$ cat src/rtl/rf_pkg.sv
// Shared definitions for the threaded register file: default sizing, clear-engine states, entry indexing.
// Latency: n/a (types, constants and a pure function only).
// Backpressure: n/a.
package rf_pkg;

    localparam int RF_DATA_W      = 32;
    localparam int RF_NUM_REGS    = 32;
    localparam int RF_NUM_THREADS = 4;
    localparam int RF_NUM_RD      = 2;
    localparam int RF_ZERO_REG    = 1;

    // CLR_ALL: post-reset sweep of every entry; CLR_CTX: sweep of one thread context.
    typedef enum logic [1:0] {
        CLR_ALL = 2'd0,
        IDLE    = 2'd1,
        CLR_CTX = 2'd2
    } rf_state_e;

    // Flat storage index of register <addr> in context <tid>, i.e. {tid, addr}.
    // Callers truncate to the storage index width, which also folds tid away
    // when there is only one context.
    function automatic int unsigned rf_idx(input int unsigned tid,
                                           input int unsigned addr,
                                           input int unsigned num_regs);
        return tid * num_regs + addr;
    endfunction

endpackage

$ cat src/rtl/rf_clear_ctrl.sv
// Clear engine: after reset zeroes every entry, and on request zeroes one thread context, one entry per cycle.
// Latency: clear_all takes NUM_THREADS*NUM_REGS cycles, a context clear NUM_REGS cycles after the accepting edge.
// Backpressure: ready=0 while sweeping; clr_req outside IDLE is ignored, nothing is queued.
//
// Ports:
//   clk, rst_n     clock, synchronous active-low reset
//   clr_req        request to clear context clr_tid (accepted only in IDLE)
//   clr_tid        context to clear
//   ready          1 = idle (registered)
//   clr_we         1 = write zero to clr_idx this cycle (registered)
//   clr_idx        storage index being cleared
module rf_clear_ctrl
    import rf_pkg::*;
#(
    parameter  int NUM_REGS    = RF_NUM_REGS,
    parameter  int NUM_THREADS = RF_NUM_THREADS,
    localparam int TW          = (NUM_THREADS > 1) ? $clog2(NUM_THREADS) : 1,
    localparam int CW          = $clog2(NUM_THREADS * NUM_REGS)
) (
    input  logic          clk,
    input  logic          rst_n,
    input  logic          clr_req,
    input  logic [TW-1:0] clr_tid,
    output logic          ready,
    output logic          clr_we,
    output logic [CW-1:0] clr_idx
);

    localparam logic [CW-1:0] LAST_ALL = CW'(NUM_THREADS * NUM_REGS - 1);
    localparam logic [CW-1:0] LAST_CTX = CW'(NUM_REGS - 1);

    rf_state_e     state_q, state_d;
    logic [CW-1:0] cnt_q, cnt_d;
    logic [TW-1:0] tid_q, tid_d;
    logic          ready_q, ready_d;
    logic          clr_we_q, clr_we_d;

    // Terminal compare happens before the increment, so the counter never wraps.
    always_comb begin
        state_d = state_q;
        cnt_d   = cnt_q;
        tid_d   = tid_q;
        case (state_q)
            CLR_ALL: begin
                if (cnt_q == LAST_ALL) begin
                    state_d = IDLE;
                    cnt_d   = '0;
                end else begin
                    cnt_d = cnt_q + CW'(1);
                end
            end
            IDLE: begin
                if (clr_req) begin
                    state_d = CLR_CTX;
                    cnt_d   = '0;
                    tid_d   = clr_tid;
                end
            end
            CLR_CTX: begin
                if (cnt_q == LAST_CTX) begin
                    state_d = IDLE;
                    cnt_d   = '0;
                end else begin
                    cnt_d = cnt_q + CW'(1);
                end
            end
            default: begin
                state_d = CLR_ALL;
                cnt_d   = '0;
            end
        endcase
        // Outputs are registered: they follow the state being entered.
        ready_d  = (state_d == IDLE);
        clr_we_d = (state_d != IDLE);
    end

    always_ff @(posedge clk) begin
        if (!rst_n) begin
            state_q  <= CLR_ALL;
            cnt_q    <= '0;
            tid_q    <= '0;
            ready_q  <= 1'b0;
            clr_we_q <= 1'b1;
        end else begin
            state_q  <= state_d;
            cnt_q    <= cnt_d;
            tid_q    <= tid_d;
            ready_q  <= ready_d;
            clr_we_q <= clr_we_d;
        end
    end

    assign ready   = ready_q;
    assign clr_we  = clr_we_q;
    // In CLR_ALL the counter spans all entries; in CLR_CTX it spans one context.
    assign clr_idx = (state_q == CLR_CTX)
                   ? CW'(rf_idx(32'(tid_q), 32'(cnt_q), NUM_REGS))
                   : cnt_q;

endmodule

$ cat src/rtl/threaded_register_file.sv
// Multi-context register file: one register set per hardware thread, NUM_RD read ports, one write port.
// Latency: reads combinational (write-to-read bypass in the same cycle), writes visible from storage next cycle.
// Backpressure: ready=0 while the clear engine runs; reads then return 0 and writes are dropped.
//
// Ports:
//   clk, rst_n                 clock, synchronous active-low reset
//   rd_tid/rd_addr/rd_data     flattened per-port read request and data, port 0 in LSBs
//   we/wr_tid/wr_addr/wr_data  write port
//   clr_req/clr_tid            request zeroing of one context
//   ready                      1 = idle, writes accepted and reads valid
module threaded_register_file
    import rf_pkg::*;
#(
    parameter  int DATA_W      = RF_DATA_W,
    parameter  int NUM_REGS    = RF_NUM_REGS,
    parameter  int NUM_THREADS = RF_NUM_THREADS,
    parameter  int NUM_RD      = RF_NUM_RD,
    parameter  int ZERO_REG    = RF_ZERO_REG,
    localparam int AW          = $clog2(NUM_REGS),
    localparam int TW          = (NUM_THREADS > 1) ? $clog2(NUM_THREADS) : 1,
    localparam int CW          = $clog2(NUM_THREADS * NUM_REGS)
) (
    input  logic                     clk,
    input  logic                     rst_n,
    input  logic [NUM_RD*TW-1:0]     rd_tid,
    input  logic [NUM_RD*AW-1:0]     rd_addr,
    output logic [NUM_RD*DATA_W-1:0] rd_data,
    input  logic                     we,
    input  logic [TW-1:0]            wr_tid,
    input  logic [AW-1:0]            wr_addr,
    input  logic [DATA_W-1:0]        wr_data,
    input  logic                     clr_req,
    input  logic [TW-1:0]            clr_tid,
    output logic                     ready
);

    localparam int NUM_ENTRIES = NUM_THREADS * NUM_REGS;

    logic          clr_we;
    logic [CW-1:0] clr_idx;

    rf_clear_ctrl #(
        .NUM_REGS    (NUM_REGS),
        .NUM_THREADS (NUM_THREADS)
    ) u_clear_ctrl (
        .clk     (clk),
        .rst_n   (rst_n),
        .clr_req (clr_req),
        .clr_tid (clr_tid),
        .ready   (ready),
        .clr_we  (clr_we),
        .clr_idx (clr_idx)
    );

    logic [CW-1:0] wr_idx;
    logic          wr_commit;

    assign wr_idx    = CW'(rf_idx(32'(wr_tid), 32'(wr_addr), NUM_REGS));
    assign wr_commit = we && ready && !((ZERO_REG != 0) && (wr_addr == '0));

    // clr_we is only high outside IDLE and wr_commit only inside it, so the
    // priority below never actually arbitrates; it just keeps the mux simple.
    logic              mem_we_d;
    logic [CW-1:0]     mem_idx_d;
    logic [DATA_W-1:0] mem_dat_d;

    always_comb begin
        mem_we_d  = 1'b0;
        mem_idx_d = wr_idx;
        mem_dat_d = wr_data;
        if (clr_we) begin
            mem_we_d  = 1'b1;
            mem_idx_d = clr_idx;
            mem_dat_d = '0;
        end else if (wr_commit) begin
            mem_we_d = 1'b1;
        end
    end

    // Storage has no reset; the clear engine initialises it.
    logic [DATA_W-1:0] mem_q [NUM_ENTRIES];

    always_ff @(posedge clk) begin
        if (mem_we_d) begin
            mem_q[mem_idx_d] <= mem_dat_d;
        end
    end

    for (genvar p = 0; p < NUM_RD; p++) begin : g_rd
        logic [TW-1:0]     tid;
        logic [AW-1:0]     addr;
        logic [CW-1:0]     idx;
        logic [DATA_W-1:0] dat;

        assign tid  = rd_tid[p*TW +: TW];
        assign addr = rd_addr[p*AW +: AW];
        assign idx  = CW'(rf_idx(32'(tid), 32'(addr), NUM_REGS));

        // Index compare (not tid/addr compare) keeps the bypass correct when
        // a single context folds the tid bits away.
        always_comb begin
            if (!ready) begin
                dat = '0;
            end else if ((ZERO_REG != 0) && (addr == '0)) begin
                dat = '0;
            end else if (wr_commit && (wr_idx == idx)) begin
                dat = wr_data;
            end else begin
                dat = mem_q[idx];
            end
        end

        assign rd_data[p*DATA_W +: DATA_W] = dat;
    end

endmodule
$ cat config.mk
export PLATFORM = sky130hd
export DESIGN_NAME = threaded_register_file
export DESIGN_NICKNAME = d
export VERILOG_FILES = /design/src/rtl/rf_pkg.sv /design/src/rtl/rf_clear_ctrl.sv /design/src/rtl/threaded_register_file.sv
export SDC_FILE = /design/constraint.sdc
export NUM_CORES = 2
export LEC_CHECK = 0
export ABC_CLOCK_PERIOD_IN_PS = 12500
export CAP_MARGIN = 20
export CORE_MARGIN = 5
export CORE_UTILIZATION = 40
export CTS_CLUSTER_DIAMETER = 60
export DETAILED_ROUTE_END_ITERATION = 7
export PLACE_DENSITY = 0.6
export SYNTH_ARGS = -nofsm -noshare
export SYNTH_HDL_FRONTEND = slang
export SYNTH_HIERARCHICAL = 1
export SYNTH_SLANG_ARGS = --single-unit
$ cat constraint.sdc
create_clock -name clk -period 12.5 [get_ports clk]
set_input_delay 1.25 -clock clk [delete_from_list [all_inputs] [get_ports clk]]
set_output_delay 1.25 -clock clk [all_outputs]
set_load 0.05 [all_outputs]
==> metrics.md <==
| Metric | Value |
|---|---|
| Yosys top cell area share | `0.639` |
| Worst slew pin tran | `around 1300 ps` |
| Fraction of registers with async set/reset | `0` |
| Die W | `704 microns` |
| Syn-to-layout area delta | `13.0%` |
| # hold bufs at CTS | `0` |
| Pin count of the biggest net entering global routing | `~130` |
| Core Area | `479000 sq um` |
| Crit path max fanout | `113` |
| Final Util | `0.454` |
| Worst VDD drop | `about 0.12 mV` |
| Cts repair resizes | `0` |
| CTS Buf Count | `between 400 and 500` |
| Multi-input logic area | `about 67000 sq um` |
| Worst-path clk slew | `60 ps` |
| Arr. time, crit path | `approximately 7500 ps` |
| I/O Pins | `approximately 120` |
| F_max | `115 MHz` |
| Vias | `around 120k` |
| Die Y | `704 microns` |
| Power Total | `slightly above 30 mW` |
| Routed Antenna Nets | `0` |
| Worst min path class | `reg -> reg` |
| Worst Setup Path Type | `in -> out` |
| Fillers | `40400` |
| Routed len/inst | `about 38 microns` |
| P per Cell Area | `140 nW/um^2` |
| Port bufs | `roughly 120` |
| Count leader, synth | `edfxtp_1` |
| Worst rel slew slack | `0.110` |
| Post-DP HPWL | `373000 microns` |
| # setup viols final | `0` |
| RSZ-0062 raised after global routing | `false` |
| Max cap viols | `0` |
| Vias per inst | `6.62` |
| Final Instance Area | `218000 sq um` |
| Die area | `approximately 500000 sq um` |
| #FFs+latches synth | `between 4000 and 5000` |
| Initial Utilization | `0.402` |
| Layout cells sized above 1 | `0.264` |
| Sequential-to-total area share from yosys stat | `0.640` |
| Synth top cells by count | `4096 x edfxtp_1, 1668 x mux2i_1, 1472 x mux4_2, 760 x a22oi_1, 356 x clkbuf_1` |
| Ys Warns | `6` |
| NumNets Final | `10700` |
| Routed wire length | `approximately 660000 microns` |
| DP Area | `just over 200000 sq um` |
| GP Congestion | `0.879` |
| Net Count, Synth | `~11000` |
| Final Hold Fails | `0` |
| Post-Syn Area | `a little under 200000 sq um` |
| CTS H-tree depth | `5` |
| Storage element area | `around 120000 sq um` |
| Avg Cell Area, Syn | `around 18 sq um` |
| Non-filler cells, final | `17400` |
| Cell accounting for the most synthesized area | `edfxtp_1` |
| Post-synth cell types | `~60` |
| Outcome | `finished clean` |
| Required @ worst endpoint | `~11000 ps` |
| Dpl cells | `between 15000 and 20000` |
| Primary FF master, synth | `edfxtp_1` |
| Initial antenna violation count | `35` |
| Tcrit/Tclk final | `0.698` |
| Max Slew Vio Count | `0` |
| Clock sink count | `roughly 4000` |
| Post-synth EDFFs | `~4000` |
| Top cells by area, synth | `edfxtp_1 64%, mux4_2 17%, mux2i_1 8.7%` |
| CP startpoint kind | `input port` |
| Row count | `roughly 250` |
| 1st-pass router iterations | `6` |
| Post-CTS setup repair buffer count | `0` |
| Root buf cell | `clkbuf_16` |
| First DRT Iteration DRCs | `15800` |
| Leakage | `between 70 and 80 nW` |
| Overflow after GRT | `0` |
| Crit. End Element | `output port` |
| Total Neg Setup Slack | `0 ps` |
| Fin crit period | `just under 9000 ps` |
| Setup Skew | `51.7 ps` |
| Global-route wire length before repair | `approximately 900000 microns` |
| Max clock buf depth | `4` |
| GRT Util Overall | `0.258` |
| Vias in the first global route | `117000` |
| Worst skew pair latency | `between 1000 and 1500 ps` |
| # DRC | `0` |
| CTS tree | `yes` |
| Post-Syn Instances | `roughly 10000` |
==> flip-flops by register name (all words and copies together) (netlist names) <==
| signal | flops |
|---|---|
| u_clear_ctrl/tid_q | 2 |
| u_clear_ctrl/state_q | 2 |
| u_clear_ctrl/cnt_q | 7 |
| mem_q | 4096 |
| u_clear_ctrl/clr_we | 1 |
| u_clear_ctrl/ready | 1 |
==> final timing paths <==
path                                         endpoint             startpoint  slack, ps  depth (start not counted)
worst max-delay path                      rd_data[37]             rd_addr[6]       3780                         10
worst min-delay path            u_clear_ctrl/tid_q[1]  u_clear_ctrl/tid_q[1]        560                          2
worst max register to register          mem_q[90][13]  u_clear_ctrl/cnt_q[5]       7820                          9
worst min register to register  u_clear_ctrl/tid_q[1]  u_clear_ctrl/tid_q[1]        560                          2
==> kinds of logic (layout without fill, tap and decap cells) <==
logic type,after synthesis,in the layout,share of synthesized area
AO/OA/AOI/OAI,1500,1500,0.0527
XOR/XNOR,17,17,0.000773
adder cells (fa/ha/maj),2,2,0.000130
buffers and inverters,867,1387,0.0211
flip-flops,4109,4109,0.640
multiplexers,3270,3270,0.266
other,0,18,0
AND/OR/NAND/NOR,729,729,0.0186
==> routing by layer <==
| layer | GRT usage | vias to the layer above | part of all wire |
|---|---|---|---|
| li1 | - | 45100 | - |
| met1 | 0.344 | 61700 | 0.38 |
| met2 | 0.395 | 7168 | 0.45 |
| met3 | 0.0668 | 1454 | 0.11 |
| met4 | 0.125 | 2 | 0.059 |
| met5 | 0 | - | 0.000068 |
==> where the power goes <==
part / leakage, nW / total, mW / internal [mW] / switching [mW]
sequential: 38.1 / 15.0 / 15.0 / 0.0161
combinational: 26.3 / 2.31 / 0.899 / 1.42
clock: 6.98 / 13.1 / 7.52 / 5.57
total: 71.4 / 30.4 / 23.4 / 7.00
==> critical path: stages <==
cell	delay, ps
buf_16	340
buf_4	790
buf_12	630
mux2i_1	170
a22oi_1	290
a21oi_1	130
nor4_2	910
o21ai_0	440
nor4_2	1050
clkdlybuf4s50_1	990
==> layout make-up <==
cell class / instances / area share
Sequential cell: 4109 / 0.566
Multi-Input combinational cell: 5518 / 0.307
Tap cell: 6400 / 0.0368
Timing Repair Buffer: 569 / 0.0236
Inverter: 10 / 0.000172
Clock buffer: 518 / 0.0525
Clock inverter: 290 / 0.0131
Antenna cell: 18 / 0.000207
==> cells in the final DEF, fill, tap and decap left out, types with 52 or more instances in the layout <==
cell type / synthesis / layout
nor2_4: 0 / 132
nor4_1: 92 / 68
nand3_1: 85 / 76
mux4_2: 1472 / 1472
mux2i_1: 1668 / 1668
clkbuf_16: 0 / 446
clkdlybuf4s50_1: 0 / 111
mux2_1: 52 / 52
clkinv_2: 0 / 89
nor2_1: 196 / 65
a31oi_1: 131 / 129
a21oi_1: 321 / 315
mux2_2: 78 / 78
clkinv_1: 2 / 97
nand4_1: 69 / 69
a22oi_1: 760 / 760
clkbuf_1: 356 / 72
o21ai_0: 99 / 99
buf_4: 61 / 409
a221oi_1: 64 / 64
nand2_1: 166 / 164
edfxtp_1: 4096 / 4096
==> stage by stage <==
step           worst slack (ps)  hold slack (ps)
2_1_floorplan              7030              490
3_3_place_gp               3750              527
3_5_place_dp               4130              535
4_1_cts                    4140              557
5_1_grt                    3920              596
6_report                   3780              561
Power figures use the tool's default switching activity.
